$ cat config.mk
export PLATFORM = sky130hd
export DESIGN_NAME = blink_rate_decoder_flat
export DESIGN_NICKNAME = d
export VERILOG_FILES = /design/src/rtl/blink_pkg.sv /design/src/rtl/blink_rate_decoder_if.sv /design/src/rtl/blink_edge_sync.sv /design/src/rtl/blink_rate_decoder.sv /design/src/flat_wrapper.sv
export SDC_FILE = /design/constraint.sdc
export NUM_CORES = 1
export LEC_CHECK = 0
export BUFFER_PORTS_ARGS = -buffer_cell sky130_fd_sc_hd__buf_4
export CORE_MARGIN = 1
export CORE_UTILIZATION = 31
export CTS_CLUSTER_DIAMETER = 150
export DETAILED_ROUTE_END_ITERATION = 10
export PLACE_DENSITY = 0.48
export SLEW_MARGIN = 20
export SYNTH_ARGS = -nofsm -noshare
export SYNTH_HDL_FRONTEND = slang
export SYNTH_SLANG_ARGS = --single-unit
export TNS_END_PERCENT = 100
$ cat constraint.sdc
create_clock -name i_clock -period 7 [get_ports i_clock]
set_input_delay 1.05 -clock i_clock [delete_from_list [all_inputs] [get_ports i_clock]]
set_output_delay 1.05 -clock i_clock [all_outputs]
set_load 0.02 [all_outputs]
$ cat src/rtl/blink_pkg.sv
// Shared blink constants: rate codes (same encoding as the blinker's rate switch),
// decoder state encoding and the tolerance-window helpers.
package blink_pkg;

    typedef logic [1:0] rate_t;

    localparam rate_t RATE_100 = 2'b00;
    localparam rate_t RATE_50  = 2'b01;
    localparam rate_t RATE_10  = 2'b10;
    localparam rate_t RATE_1   = 2'b11;

    localparam logic [1:0] ST_IDLE    = 2'd0;
    localparam logic [1:0] ST_ACQUIRE = 2'd1;
    localparam logic [1:0] ST_MEASURE = 2'd2;
    localparam logic [1:0] ST_LOCKED  = 2'd3;

    typedef struct packed {
        logic  hit;
        rate_t code;
    } cls_t;

    // Inclusive window centre +/- (centre >> shift), written to avoid underflow
    function automatic logic in_window(input logic [31:0] cnt, input logic [31:0] centre,
                                       input int unsigned shift);
        logic [31:0] tol;
        tol = centre >> shift;
        return ((cnt + tol) >= centre) && (cnt <= (centre + tol));
    endfunction

    function automatic logic win_disjoint(input logic [31:0] c_lo, input logic [31:0] c_hi,
                                          input int unsigned shift);
        return (c_lo + (c_lo >> shift)) < (c_hi - (c_hi >> shift));
    endfunction

endpackage

$ cat src/rtl/blink_rate_decoder_if.sv
// Decoded-rate status bundle: the decoder drives it (master), consumers observe it (slave).
interface blink_rate_decoder_if;
    import blink_pkg::*;

    rate_t o_rate;
    logic  o_valid;
    logic  o_update;
    logic  o_lost;

    modport master (output o_rate, o_valid, o_update, o_lost);
    modport slave  (input  o_rate, o_valid, o_update, o_lost);
endinterface

$ cat src/rtl/blink_edge_sync.sv
// Two-flop synchronizer plus registered both-edge detector; o_edge rises
// three clocks after a transition of the asynchronous input.
module blink_edge_sync (
    input  logic i_clock,
    input  logic i_reset,
    input  logic i_in,
    output logic o_edge
);

    logic r_meta;
    logic r_sync;
    logic r_prev;
    logic r_edge;

    always_ff @(posedge i_clock) begin
        if (i_reset) begin
            r_meta <= 1'b0;
            r_sync <= 1'b0;
            r_prev <= 1'b0;
            r_edge <= 1'b0;
        end else begin
            r_meta <= i_in;
            r_sync <= r_meta;
            r_prev <= r_sync;
            r_edge <= r_sync ^ r_prev;
        end
    end

    assign o_edge = r_edge;

endmodule

$ cat src/rtl/blink_rate_decoder.sv
// Measures blink half-periods and locks onto one of four rates after two matching ones.
// Optional BLINK_RATE_DECODER_DBG_EN adds dbg_period / dbg_state observation ports.
module blink_rate_decoder
    import blink_pkg::*;
#(
    parameter int unsigned c100      = 125000,
    parameter int unsigned c50       = 250000,
    parameter int unsigned c10       = 1250000,
    parameter int unsigned c1        = 12500000,
    parameter int unsigned TOL_SHIFT = 3,
    parameter int unsigned CNT_W     = 24
) (
    input  logic                  i_clock,
    input  logic                  i_reset,
    input  logic                  i_enable,
    input  logic                  i_led_sense,
    blink_rate_decoder_if.master  o_stat
`ifdef BLINK_RATE_DECODER_DBG_EN
    ,
    output logic [CNT_W-1:0]      dbg_period,
    output logic [1:0]            dbg_state
`endif
);

    localparam int unsigned TIMEOUT_LIM = c1 + (c1 >> TOL_SHIFT);
    localparam logic PARAMS_OK =
        win_disjoint(c100, c50, TOL_SHIFT) && win_disjoint(c50, c10, TOL_SHIFT) &&
        win_disjoint(c10, c1, TOL_SHIFT) && (CNT_W >= 1) && (CNT_W <= 32) &&
        (64'(TIMEOUT_LIM) < ((64'(1) << CNT_W) - 64'(1)));

    if (!PARAMS_OK) begin : g_param_check
        $error("blink_rate_decoder: overlapping tolerance windows or counter too narrow");
    end

    logic            w_edge;
    logic [CNT_W-1:0] r_count;
    logic [31:0]     w_count32;
    cls_t            w_cls;
    logic            w_timeout;

    logic [1:0] r_state,    w_state_nxt;
    rate_t      r_rate,     w_rate_nxt;
    logic       r_valid,    w_valid_nxt;
    logic       r_update,   w_update_nxt;
    logic       r_lost,     w_lost_nxt;
    rate_t      r_cand,     w_cand_nxt;
    logic       r_cand_vld, w_cand_vld_nxt;

    blink_edge_sync u_edge_sync (
        .i_clock (i_clock),
        .i_reset (i_reset),
        .i_in    (i_led_sense),
        .o_edge  (w_edge)
    );

    // Half-period counter: restarts at 1 on each edge, saturates instead of wrapping
    always_ff @(posedge i_clock) begin
        if (i_reset) begin
            r_count <= '0;
        end else if (w_edge) begin
            r_count <= CNT_W'(1);
        end else if (r_count != '1) begin
            r_count <= r_count + CNT_W'(1);
        end
    end

    assign w_count32 = 32'(r_count);

    // Window match of the count seen with the edge flag; the FSM registers consume it
    always_comb begin
        w_cls = '0;
        if (in_window(w_count32, c100, TOL_SHIFT)) begin
            w_cls.hit  = 1'b1;
            w_cls.code = RATE_100;
        end else if (in_window(w_count32, c50, TOL_SHIFT)) begin
            w_cls.hit  = 1'b1;
            w_cls.code = RATE_50;
        end else if (in_window(w_count32, c10, TOL_SHIFT)) begin
            w_cls.hit  = 1'b1;
            w_cls.code = RATE_10;
        end else if (in_window(w_count32, c1, TOL_SHIFT)) begin
            w_cls.hit  = 1'b1;
            w_cls.code = RATE_1;
        end
    end

    // An edge in the same cycle suppresses the timeout
    assign w_timeout = ((r_state == ST_MEASURE) || (r_state == ST_LOCKED)) && !w_edge &&
                       (w_count32 > TIMEOUT_LIM);

    always_comb begin
        w_state_nxt    = r_state;
        w_rate_nxt     = r_rate;
        w_valid_nxt    = r_valid;
        w_update_nxt   = 1'b0;
        w_lost_nxt     = r_lost && !w_edge;
        w_cand_nxt     = r_cand;
        w_cand_vld_nxt = r_cand_vld;

        if (!i_enable) begin
            w_state_nxt    = ST_IDLE;
            w_rate_nxt     = RATE_100;
            w_valid_nxt    = 1'b0;
            w_lost_nxt     = 1'b0;
            w_cand_nxt     = RATE_100;
            w_cand_vld_nxt = 1'b0;
        end else begin
            case (r_state)
                ST_IDLE: begin
                    w_state_nxt = ST_ACQUIRE;
                end
                ST_ACQUIRE: begin
                    w_cand_vld_nxt = 1'b0;
                    if (w_edge) begin
                        w_state_nxt = ST_MEASURE;
                    end
                end
                ST_MEASURE: begin
                    if (w_edge) begin
                        if (!w_cls.hit) begin
                            w_cand_vld_nxt = 1'b0;
                        end else if (r_cand_vld && (w_cls.code == r_cand)) begin
                            w_state_nxt  = ST_LOCKED;
                            w_rate_nxt   = w_cls.code;
                            w_valid_nxt  = 1'b1;
                            w_update_nxt = 1'b1;
                        end else begin
                            w_cand_nxt     = w_cls.code;
                            w_cand_vld_nxt = 1'b1;
                        end
                    end else if (w_timeout) begin
                        w_state_nxt    = ST_ACQUIRE;
                        w_lost_nxt     = 1'b1;
                        w_valid_nxt    = 1'b0;
                        w_cand_vld_nxt = 1'b0;
                    end
                end
                ST_LOCKED: begin
                    if (w_edge) begin
                        if (!(w_cls.hit && (w_cls.code == r_rate))) begin
                            w_state_nxt    = ST_MEASURE;
                            w_valid_nxt    = 1'b0;
                            w_cand_nxt     = w_cls.code;
                            w_cand_vld_nxt = w_cls.hit;
                        end
                    end else if (w_timeout) begin
                        w_state_nxt    = ST_ACQUIRE;
                        w_lost_nxt     = 1'b1;
                        w_valid_nxt    = 1'b0;
                        w_cand_vld_nxt = 1'b0;
                    end
                end
                default: begin
                    w_state_nxt = ST_IDLE;
                end
            endcase
        end
    end

    always_ff @(posedge i_clock) begin
        if (i_reset) begin
            r_state    <= ST_IDLE;
            r_rate     <= RATE_100;
            r_valid    <= 1'b0;
            r_update   <= 1'b0;
            r_lost     <= 1'b0;
            r_cand     <= RATE_100;
            r_cand_vld <= 1'b0;
        end else begin
            r_state    <= w_state_nxt;
            r_rate     <= w_rate_nxt;
            r_valid    <= w_valid_nxt;
            r_update   <= w_update_nxt;
            r_lost     <= w_lost_nxt;
            r_cand     <= w_cand_nxt;
            r_cand_vld <= w_cand_vld_nxt;
        end
    end

    assign o_stat.o_rate   = r_rate;
    assign o_stat.o_valid  = r_valid;
    assign o_stat.o_update = r_update;
    assign o_stat.o_lost   = r_lost;

`ifdef BLINK_RATE_DECODER_DBG_EN
    logic [CNT_W-1:0] r_dbg_period;

    always_ff @(posedge i_clock) begin
        if (i_reset) begin
            r_dbg_period <= '0;
        end else if (w_edge) begin
            r_dbg_period <= r_count;
        end
    end

    assign dbg_period = r_dbg_period;
    assign dbg_state  = r_state;
`endif

endmodule

$ cat src/flat_wrapper.sv
// flat-port wrapper written by rule: the top's interface ports become plain ports
module blink_rate_decoder_flat import blink_pkg::*;
#(
    parameter int unsigned c100      = 125000,
    parameter int unsigned c50       = 250000,
    parameter int unsigned c10       = 1250000,
    parameter int unsigned c1        = 12500000,
    parameter int unsigned TOL_SHIFT = 3,
    parameter int unsigned CNT_W     = 24
)
  (i_clock, i_reset, i_enable, i_led_sense, o_stat_o_rate, o_stat_o_valid, o_stat_o_update, o_stat_o_lost);
  blink_rate_decoder_if o_stat_i ();
  input  logic i_clock;
  input  logic i_reset;
  input  logic i_enable;
  input  logic i_led_sense;
  output wire logic [$bits(o_stat_i.o_rate)-1:0] o_stat_o_rate;
  output wire logic [$bits(o_stat_i.o_valid)-1:0] o_stat_o_valid;
  output wire logic [$bits(o_stat_i.o_update)-1:0] o_stat_o_update;
  output wire logic [$bits(o_stat_i.o_lost)-1:0] o_stat_o_lost;
  assign o_stat_o_rate = o_stat_i.o_rate;
  assign o_stat_o_valid = o_stat_i.o_valid;
  assign o_stat_o_update = o_stat_i.o_update;
  assign o_stat_o_lost = o_stat_i.o_lost;
  blink_rate_decoder #(.c100(c100), .c50(c50), .c10(c10), .c1(c1), .TOL_SHIFT(TOL_SHIFT), .CNT_W(CNT_W)) u_core (.i_clock(i_clock), .i_reset(i_reset), .i_enable(i_enable), .i_led_sense(i_led_sense), .o_stat(o_stat_i));
endmodule
# Word level (Yosys, flattened, before mapping)
# Cells that the tools add are included.
dict set report classes {
  add_sub_neg 5
  mux 38
  magnitude_cmp 9
  bitwise 5
  n_eq_ne 16
  reduce_logical 24
}
# op count
set op_table {}
lappend op_table {{$ge 32x17->1 const B} 1}
lappend op_table {{$ge 32x18->1 const B} 1}
lappend op_table {{$ge 32x21->1 const B} 1}
lappend op_table {{$ge 32x24->1 const B} 1}
lappend op_table {{$add 24x14->25 const B} 1}
lappend op_table {{$add 24x15->25 const B} 1}
lappend op_table {{$add 24x18->25 const B} 1}
lappend op_table {{$add 24x21->25 const B} 1}
lappend op_table {{$add 24x1->24 const B} 1}
lappend op_table {{$gt 24x24->1 const B} 1}
lappend op_table {{$le 24x18->1 const B} 1}
lappend op_table {{$le 24x19->1 const B} 1}
lappend op_table {{$le 24x21->1 const B} 1}
lappend op_table {{$le 24x24->1 const B} 1}
lappend op_table {{$mux 2} 12}
lappend op_table {{$ne 24x24->1 const B} 1}
lappend op_table {{$mux 1} 18}
lappend op_table {{$mux 3} 4}
lappend op_table {{$reduce_and 4->1} 3}
lappend op_table {{$ne 2x2->1 const B} 5}
lappend op_table {{$logic_and 1x1->1} 9}
lappend op_table {{$pmux 2 s4} 1}
lappend op_table {{$ne 3x3->1 const B} 2}
lappend op_table {{$reduce_and 6->1} 1}
lappend op_table {{other kinds (19)} 27}
dict set report word_totals {
  inputBits 4
  regBits 38
  word_cells 110
}

# Depth between registers and ports, before layout
# Gate-level depths: netlist of run 1.
dict set report depth {
  word_depth 13
  depth_mapped 14
}

# Cells and area by module
# A second synthesis of run 1 with hierarchy kept.
dict set report hier_totals {
  cells_unflattened 631
  area_unflattened_um2 4579.4
}
# module cells_per_inst area_each_um2 seq_area_each_um2 instances
set modules_own_cells {}
lappend modules_own_cells {blink_rate_decoder 622 4468.0 680.7 1}
lappend modules_own_cells {blink_edge_sync 9 111.4 80.1 1}

# Worst setup path after synthesis of run 1
# OpenSTA, ideal clock, no wires.
dict set report synth_path {
  path_kind {register to register}
  startpoint {register u_core.r_count[10]}
  endpoint {register u_core.r_cand[1]}
  path_buffers 1
  t_arrival_ns 3.124
  setup_ns 0.132
  period_less_slack_ns 3.256
  t_required_ns 6.868
  stages_incl_launch_ff 13
  setup_slack_ns 3.744
  path_cell_list {dfxtp_1 -> buf_2 -> a2111o_1 -> a311oi_2 -> xor2_1 -> o31a_1 -> a2111oi_0 -> nor3_2 -> o2111a_1 -> a211o_1 -> a21boi_2 -> o21ai_0 -> nor3b_2}
}
dict set report synth_between {
  elab_chain_cells 11
  word_cells_on_any_way 34
  classes_between {add/sub: 4; order compare: 8; eq/ne: 5; mux: 10; reduce/logical: 7}
}
# item line
set synth_rtl {}
lappend synth_rtl {{from (decl)} blink_rate_decoder.sv:36} ;# logic [CNT_W-1:0] r_count;
lappend synth_rtl {{from (signal assigned)} blink_rate_decoder.sv:63} ;# r_count <= r_count + CNT_W'(1);
lappend synth_rtl {{$add 24x21->25} blink_pkg.sv:27} ;# return ((cnt + tol) >= centre) && (cnt <= (centre + tol));
lappend synth_rtl {{$ge 32x24->1} blink_pkg.sv:27}
lappend synth_rtl {{$logic_and 1x1->1} blink_pkg.sv:27}
lappend synth_rtl {{$mux 3} blink_rate_decoder.sv:81} ;# end else if (in_window(w_count32, c1, TOL_SHIFT)) begin
lappend synth_rtl {{$mux 3} blink_rate_decoder.sv:78} ;# end else if (in_window(w_count32, c10, TOL_SHIFT)) begin
lappend synth_rtl {{$mux 3} blink_rate_decoder.sv:75} ;# end else if (in_window(w_count32, c50, TOL_SHIFT)) begin
lappend synth_rtl {{$mux 3 (*)} blink_rate_decoder.sv:72} ;# if (in_window(w_count32, c100, TOL_SHIFT)) begin
lappend synth_rtl {{$eq 2x2->1, or another cell as far along} blink_rate_decoder.sv:122} ;# end else if (r_cand_vld && (w_cls.code == r_cand)) begin
lappend synth_rtl {{$logic_and 1x1->1, or another cell as far along} blink_rate_decoder.sv:122}
lappend synth_rtl {{$ne 2x2->1 (no line) / $mux 2 (equally long branches)} -}
lappend synth_rtl {{$reduce_and 6->1 (no line) / $pmux 2 s2 (equally long branches)} -}
lappend synth_rtl {{to (signal assigned)} blink_rate_decoder.sv:175} ;# r_cand <= w_cand_nxt;
lappend synth_rtl {{to (decl)} blink_rate_decoder.sv:46} ;# rate_t r_cand, w_cand_nxt;
# Every way passes the cells marked *; elsewhere a longest branch is shown, timed or not. The select of a mux whose other input is x is not followed.
# A chain may end at the register's enable or synchronous reset.

# Worst setup path in the final report of run 1
dict set report layout_path {
  startpoint {register u_core.r_count[9]}
  endpoint {register u_core.r_cand[1]}
}
# The elaborated chain is that of the path after synthesis.

==> flow_summary.toml, run 1 <==
[worst_setup_path]
crit_top_cell = "o21ai_0"
crit_slowest_cell = "dfxtp_1"
crit_required_ns = 7.17
end_kind = "register"
path_cells = "inv_1 > or3_1 > a21oi_1 > o21ai_0 > o2bb2ai_1 > a311oi_1 > o21ai_0 > a311oi_1 > a21boi_2 > o21ai_0 > nor3b_2"
slowest_delay_ns = 1.04
crit_path_start_kind = "register"
cp_max_fo = 28
crit_type = "register to register"
cp.arrival_ns = 4.40

[synthesis]
ys.flop_type = "dfxtp_1"
syn_area_per_cell_um2 = 7.04
synth_top_area_frac = 0.186
ys_seq_area_frac = 0.186
synthTopCellsByArea = "dfxtp_1 19%, nor2_1 6.4%, xnor2_1 5.4%, nand2_1 3.8%, nand3_1 3.6%"
synth_seq_cells = 38
ys_top_cells_by_count = "70 x nor2_1, 41 x nand2_1, 38 x dfxtp_1"
synth_edf_count = 0
async_flop_share = 0
syn_nets = 591
netlist_area_um2 = 4080
netlist-cell-type-count = 73
yosysWarnings = 0
yosysTopAreaCell = "dfxtp_1"
yosysMostFrequentCell = "nor2_1"
synthCells = 580

[die]
fp.dieH_um = 117
die-area_um2 = 13600
pin_count = 9
fp.dieW_um = 117
rows = 41
coreArea_um2 = 12700
start_util = 0.321

[global_route]
grt_pass1_wl_um = 21800
grt_overflow = 0
use_met3 = 0.0234
grt_pass1_vias = 4046
grt_use_met1 = 0.275
grt_use_total = 0.206
antenna_found_initial = 0
grt_max_degree = 33
busiest_layer = "met2"
grtUsageMet2 = 0.342

[sta]
finalHoldViolations = 0
whs_ns = 0.451
finalSetupViolCount = 0
rsz0062_at_grt = "false"
slew_headroom = 0.272
drv_slew = 0
min_period_over_period = 0.604
fin_crit_ns = 4.23
fin_tns_setup_ns = 0
worst_pin_slew_ns = 1.09
fmax_mhz = 237
skew_ns = 0.00742

[placement]
port_buffers = 8
hpwl_um = 9390
place_congestion = 0.906
place_inst = 705

[power_and_ir_drop]
leakage_nw = 1.44
ir_drop_v = 0.0000833
p_per_area_nw_per_um2 = 127
power_mw = 0.552

[cells_and_area]
layout.nets = 551
fin_util = 0.341
drive_gt1_frac = 0.0813
fillCellCount = 1431
antennaDiodeCount = 0
fin_cells = 713
synthToLayoutAreaGrowth_pct = 6.19

[drt]
routedWlPerCell_um = 18.7
drtIter0Drc = 470
dr.pass1.iters = 6
vias_per_cell = 6.05
final_antenna_net_count = 0
drt-total-wl_um = 13300
vias = 4316
drcViolationCount = 0

[run_status]
status = "finished, final reports clean"

[clock_tree]
post_cts_resized = 0
clockBufferDepth = 2
ctsHoldBuffers = 0
clkLatencyLatePin_ns = 0.29
tritoncts = "yes"
clock-sinks = 38
cts_root_buf = "clkbuf_16"
post_cts_buffers = 0
cts-htree-levels = 2
numCtsBuffers = 5
clk_pin_slew_ns = 0.07

[run]
maxCapViolations = 0

[worst_hold_path]
hold_path_class = "register to register"
cells by family after synthesis:
| logic type | synth area share |
|---|---|
| buffers and inverters | 0.0779 |
| and+or+nand+nor | 0.320 |
| xor gates and xnor gates | 0.0837 |
| DFF | 0.186 |
| muxes | 0.00981 |
| AOI/OAI and AO/OA | 0.301 |
| adders and majority gates | 0.0215 |
worst paths after layout:
check / end / startpoint / slack [ns] / depth (start not counted)
setup / recovery: u_core.r_cand[1] / u_core.r_count[9] / 2.77 / 11
hold / removal: u_core.u_edge_sync.r_sync / u_core.u_edge_sync.r_meta / 0.45 / 1
hold reg to reg: u_core.u_edge_sync.r_sync / u_core.u_edge_sync.r_meta / 0.45 / 1
setup reg to reg: u_core.r_cand[1] / u_core.r_count[9] / 2.77 / 11
state kept, by name (all words and copies together), names as in the netlist:
signal                     flops
u_core.o_stat.o_lost           1
u_core.o_stat.o_rate           2
u_core.o_stat.o_update         1
u_core.o_stat.o_valid          1
u_core.r_cand                  2
u_core.r_cand_vld              1
u_core.r_count                24
u_core.r_state                 2
u_core.u_edge_sync.o_edge      1
u_core.u_edge_sync.r_meta      1
u_core.u_edge_sync.r_prev      1
u_core.u_edge_sync.r_sync      1
layer usage:
layer	vias up	wire, µm
met5	-	0
met4	0	321
met3	28	645
met2	150	6330
met1	2069	6020
li1	2069	-
worst max-delay path, delay by kind of cell (launching register included):
| kind | cells | cell delay, ns |
|---|---|---|
| buffers and inverters | 1 | 0.30 |
| AND/OR/NAND/NOR | 2 | 0.57 |
| AO/OA/AOI/OAI | 8 | 2.19 |
| flip-flops | 1 | 1.04 |
area by class of cell:
cell class                      count  area, µm²  share of cell area
Tap cell                          172        215              0.0497
Inverter                           17       63.8              0.0147
Sequential cell                    38        761               0.176
Clock buffer                        5        125              0.0289
Timing Repair Buffer               13       97.6              0.0225
Multi-Input combinational cell    465       3000               0.693
Clock inverter                      3       68.8              0.0159
layout by cell type (no fill, tap or decap), drive strengths merged, types with 7 or more instances in the layout:
cell type,count
nor2,70
nand2,41
dfxtp,38
nand3,29
o21ai,28
xnor2,25
a21oi,23
nor3,20
inv,17
nand4,14
xor2,14
a211oi,13
buf,13
and3,12
nor4,10
a31oi,9
a311oi,9
nor2b,8
o31ai,7
ha,7
and2,7
where the power goes:
part	total [mW]	switching, mW	internal, mW
clock	0.306	0.101	0.205
sequential	0.226	0.00705	0.219
combinational	0.0191	0.0116	0.00758
total	0.552	0.120	0.432
per-stage QoR:
step	setup slack (ns)	area [µm²]
finish	2.77	4330
global route	2.41	4330
CTS	2.84	4330
detailed placement	2.87	4140
global placement	2.92	4140
floorplan	3.74	4080
Power figures use the tool's default switching activity.
==> inputs of run 2 (changes only) <==
clock period = 4.16 ns   (was 7 ns; I/O delays follow)
==> run 2 against run 1 <==
Against the previous run: combinational power is 110% higher; sequential share of layout area down 0.69 points; core utilization rose by 1.4 points; design area grew 4.1%; die area unchanged; sequential power up 66%; power increased by 70%; critical path type unchanged; critical endpoint unchanged; highest routed layer unchanged.
==> flow_summary.toml, run 2 (synthesis results as in run 1) <==
[cells_and_area]
final_common_cell = "nor2_1"
largest-register = "u_core.r_count"
fin_util = 0.355
antennaDiodeCount = 0
drive_gt1_frac = 0.119
layout.nets = 573
final_cell_mix = "70 x nor2_1, 41 x nand2_1, 38 x dfxtp_1, 35 x buf_4, 29 x nand3_1"
fillCellCount = 1415
largest_register_ffs = 24
synthToLayoutAreaGrowth_pct = 10.5

[worst_setup_path]
crit_type = "register to register"
cp_max_fo = 14
path_buf_inv = 0
crit_slowest_cell = "or4_1"
crit_family = "compound AO/OA/AOI/OAI gates"
regToRegEndpoint = "u_core.r_cand[1]"
slowest_delay_ns = 0.66
end_kind = "register"
path_cells = "or4_1 > a311oi_1 > nor3_1 > mux2i_1 > a211oi_1 > o311ai_0 > a41oi_1 > a22o_1 > o2111a_1 > o21ai_0 > nor3b_2"
r2r_slack_ns = 0.33
crit_required_ns = 4.33
crit_path_start_kind = "register"
worstSetupStartpoint = "u_core.r_count[12]"
worstReg2RegStart = "u_core.r_count[12]"
r2r_cells = 11
cp.arrival_ns = 4.00
cp.depth = 11

[global_route]
grt_max_degree = 24
grt_use_total = 0.213
grt_pass1_wl_um = 22300
grt_overflow = 0
antenna_found_initial = 0
grt_pass1_vias = 4143

[sta]
finalHoldViolations = 0
skew_ns = 0.00482
worst_pin_slew_ns = 0.751
whs_ns = 0.454
fin_crit_ns = 3.83
slew_headroom = 0.498
fmax_mhz = 261
drv_slew = 0
finalSetupViolCount = 0
fin_tns_setup_ns = 0
min_period_over_period = 0.920
rsz0062_at_grt = "false"

[power_and_ir_drop]
power_frac_seq = 0.400
leakage_nw = 1.55
switching_share = 0.206
ir_drop_v = 0.000133
combPwrFrac = 0.043
p_per_area_nw_per_um2 = 208
power.switching_mw = 0.193
p_clk_frac = 0.556
power.internal_mw = 0.744

[worst_hold_path]
min_path_cells = 1
hold_path_class = "register to register"
worstHoldStart = "u_core.u_edge_sync.r_meta"
hold_path_end = "u_core.u_edge_sync.r_sync"

[clock_tree]
clock-sinks = 38
cts_root_buf = "clkbuf_16"
cts-htree-levels = 2
post_cts_resized = 0
clk_pin_slew_ns = 0.06
clockBufferDepth = 2
tritoncts = "yes"
numCtsBuffers = 5
post_cts_buffers = 0
clkLatencyLatePin_ns = 0.29
ctsHoldBuffers = 0

[drt]
dr.pass1.iters = 5
final_antenna_net_count = 0
vias = 4464
drt-total-wl_um = 13800
drtIter0Drc = 475
routedWlPerCell_um = 18.8
drcViolationCount = 0
vias_per_cell = 6.07

[die]
fp.dieW_um = 117
pin_count = 9
fp.dieH_um = 117
rows = 41
coreArea_um2 = 12700
die-area_um2 = 13600
start_util = 0.321

[run_status]
status = "finished, final reports clean"

[run]
maxCapViolations = 0

[placement]
port_buffers = 8
place_congestion = 0.932
hpwl_um = 10200
[run 2: layer usage]
layer  vias up  routed length [µm]  track usage
met3        38                 811       0.0301
met1      2134                6070        0.283
met2       189                6460        0.340
met5         -                   0            0
met4         0                 489        0.100
li1       2103                   -            -
[run 2: through the flow]
step	cells	total power, mW	cell area (µm²)	worst slack [ns]
after global routing	735	0.973	4510	0.127
after CTS	735	0.951	4500	0.333
after floorplan	580	0.409	4080	0.904
final	735	0.937	4510	0.333
after global placement	727	0.424	4310	0.380
after detailed placement	727	0.424	4310	0.350
[run 2: how the worst max path moves through the flow]
| stage | to | slack [ns] |
|---|---|---|
| after global placement | u_core.o_stat.o_rate[0] | 0.38 |
| after global routing | u_core.r_state[0] | 0.13 |
| final | u_core.r_cand[1] | 0.33 |
| after CTS | u_core.r_cand[1] | 0.33 |
| after floorplan | u_core.r_cand[1] | 0.90 |
| after detailed placement | u_core.r_cand[1] | 0.35 |
[run 2: layout make-up]
class                   count  area (µm²)  share of cell area
multi-input cells         465        3010               0.667
flip-flops and latches     38         761               0.169
clock buffers               6         139              0.0308
well taps                 172         215              0.0477
inverters                  17        63.8              0.0141
clock inverters             2        60.1              0.0133
repair buffers             35         263              0.0583
[run 2: power groups by stage]
| stage | Clock, mW | Sequential, mW | Combinational, mW |
|---|---|---|---|
| detailed placement | 0 | 0.383 | 0.0408 |
| global placement | 0 | 0.383 | 0.0409 |
| CTS | 0.535 | 0.375 | 0.0412 |
| global route | 0.552 | 0.376 | 0.0455 |
| floorplan | 0 | 0.380 | 0.0290 |
| finish | 0.521 | 0.375 | 0.0407 |
==> inputs of run 3 (changes only) <==
CTS_BUF_LIST = sky130_fd_sc_hd__clkbuf_4 sky130_fd_sc_hd__clkbuf_8   (was not set)
clock period = 4.7 ns   (was 4.16 ns; I/O delays follow)
==> run 3 against run 2 <==
Against the previous run: design area down 3.1%; routed wire length up 0.25%; global-route usage up 0.84 points; die area unchanged; core utilization down 1.1 points; first-iteration DRC count down 16%; clock-buffer cell count unchanged; clock skew up 0.0071 ns; largest power group unchanged; critical endpoint unchanged; setup slack better by 0.37 ns; critical path type unchanged; via count down 1.5%.
==> flow_summary.toml, run 3 (synthesis results as in run 1) <==
[run_status]
status = "finished, final reports clean"

[placement]
dpl-instance-area_um2 = 4230
port_buffers = 8
hpwl_um = 9950
place_congestion = 0.898
place_inst = 717

[die]
pin_count = 9
die-area_um2 = 13600
fp.dieW_um = 117
fp.dieH_um = 117
rows = 41
coreArea_um2 = 12700
start_util = 0.321

[sta]
fin_tns_setup_ns = 0
fin_crit_ns = 4.00
skew_ns = 0.0119
slew_headroom = 0.300
finalHoldViolations = 0
drv_slew = 0
finalSetupViolCount = 0
worst_pin_slew_ns = 1.04
min_period_over_period = 0.851
fmax_mhz = 250
rsz0062_at_grt = "false"

[clock_tree]
clkLatencyLatePin_ns = 0.32
clock-sinks = 38
cts_root_buf = "clkbuf_8"
ctsHoldBuffers = 0
post_cts_resized = 0
clk_pin_slew_ns = 0.09
post_cts_buffers = 0
numCtsBuffers = 5
tritoncts = "yes"
cts-htree-levels = 2
clockBufferDepth = 2

[drt]
drt-total-wl_um = 13900
vias_per_cell = 6.06
final_antenna_net_count = 0
routedWlPerCell_um = 19.1
vias = 4395
drcViolationCount = 0
dr.pass1.iters = 5
drtIter0Drc = 398

[cells_and_area]
final_cell_mix = "70 x nor2_1, 41 x nand2_1, 38 x dfxtp_1, 29 x nand3_1, 28 x o21ai_0"
layout.nets = 563
final_area_um2 = 4370
final_common_cell = "nor2_1"
drive_gt1_frac = 0.101
synthToLayoutAreaGrowth_pct = 7.14
largest_register_ffs = 24
fin_cells = 725
antennaDiodeCount = 0
largest-register = "u_core.r_count"

[global_route]
grt_pass1_wl_um = 23200
grtUsageMet2 = 0.357
grt_max_degree = 28
grt_pass1_vias = 4238
busiest_layer = "met2"
use_met3 = 0.0353
grt_use_total = 0.222
grt_overflow = 0
antenna_found_initial = 0
grt_use_met1 = 0.292

[power_and_ir_drop]
p_per_area_nw_per_um2 = 167
leakage_nw = 1.48
ir_drop_v = 0.000145

[worst_setup_path]
cp.arrival_ns = 4.21
cp_max_fo = 11
crit_type = "register to register"
crit_required_ns = 4.91
crit_path_start_kind = "register"
end_kind = "register"

[worst_hold_path]
hold_path_class = "register to register"

[run]
maxCapViolations = 0
run 3: changes by cell type in the layout (fill, tap and decap cells not counted), sizes merged:
cell  previous run  this run
buf             35        25
run 3: critical path, cell delays in order (launching register included):
cell      delay (ns)
dfxtp_1         0.43
ha_1            0.38
or4_1           0.49
a31oi_1         0.43
nor2_1          0.11
xnor2_1         0.16
a311oi_1        0.08
a311oi_1        0.52
o21ai_0         0.29
a311oi_1        0.44
a21boi_2        0.30
o21ai_0         0.10
nor3b_2         0.15
run 3: power breakdown:
group,internal (mW),total [mW],switching [mW]
logic,0.0117,0.0316,0.0199
clock network,0.227,0.365,0.138
registers,0.326,0.333,0.00753
total,0.564,0.730,0.166
run 3: layout make-up:
type | count | area [µm²]
Timing Repair Buffer | 25 | 188
Fill cell | 1441 | 8350
Clock buffer | 6 | 82.6
Sequential cell | 38 | 761
Multi-Input combinational cell | 465 | 3000
Inverter | 17 | 63.8
Tap cell | 172 | 215
Clock inverter | 2 | 60.1
run 3: path summary, 6_finish.rpt:
check	startpoint	endpoint	slack, ns	depth (start not counted)
setup / recovery	u_core.r_count[1]	u_core.r_cand[1]	0.70	12
hold / removal	u_core.u_edge_sync.r_meta	u_core.u_edge_sync.r_sync	0.46	1
setup reg to reg	u_core.r_count[1]	u_core.r_cand[1]	0.70	12
hold reg to reg	u_core.u_edge_sync.r_meta	u_core.u_edge_sync.r_sync	0.46	1
run 3: metal layers:
layer,vias up,share of wire,wire length (µm)
li1,2085,-,-
met1,2097,0.43,5990
met2,180,0.47,6520
met3,33,0.066,913
met4,0,0.031,435
met5,-,0,0
run 3: metrics by stage:
step / utilization / hold WS [ns] / power, mW / worst slack (ns)
after global routing: 0.344 / 0.492 / 0.762 / 0.313
after global placement: 0.333 / 0.432 / 0.373 / 0.795
after floorplan: - / 0.414 / 0.362 / 1.44
after CTS: 0.344 / 0.460 / 0.745 / 0.772
final: 0.344 / 0.456 / 0.730 / 0.701
after detailed placement: 0.333 / 0.436 / 0.373 / 0.762
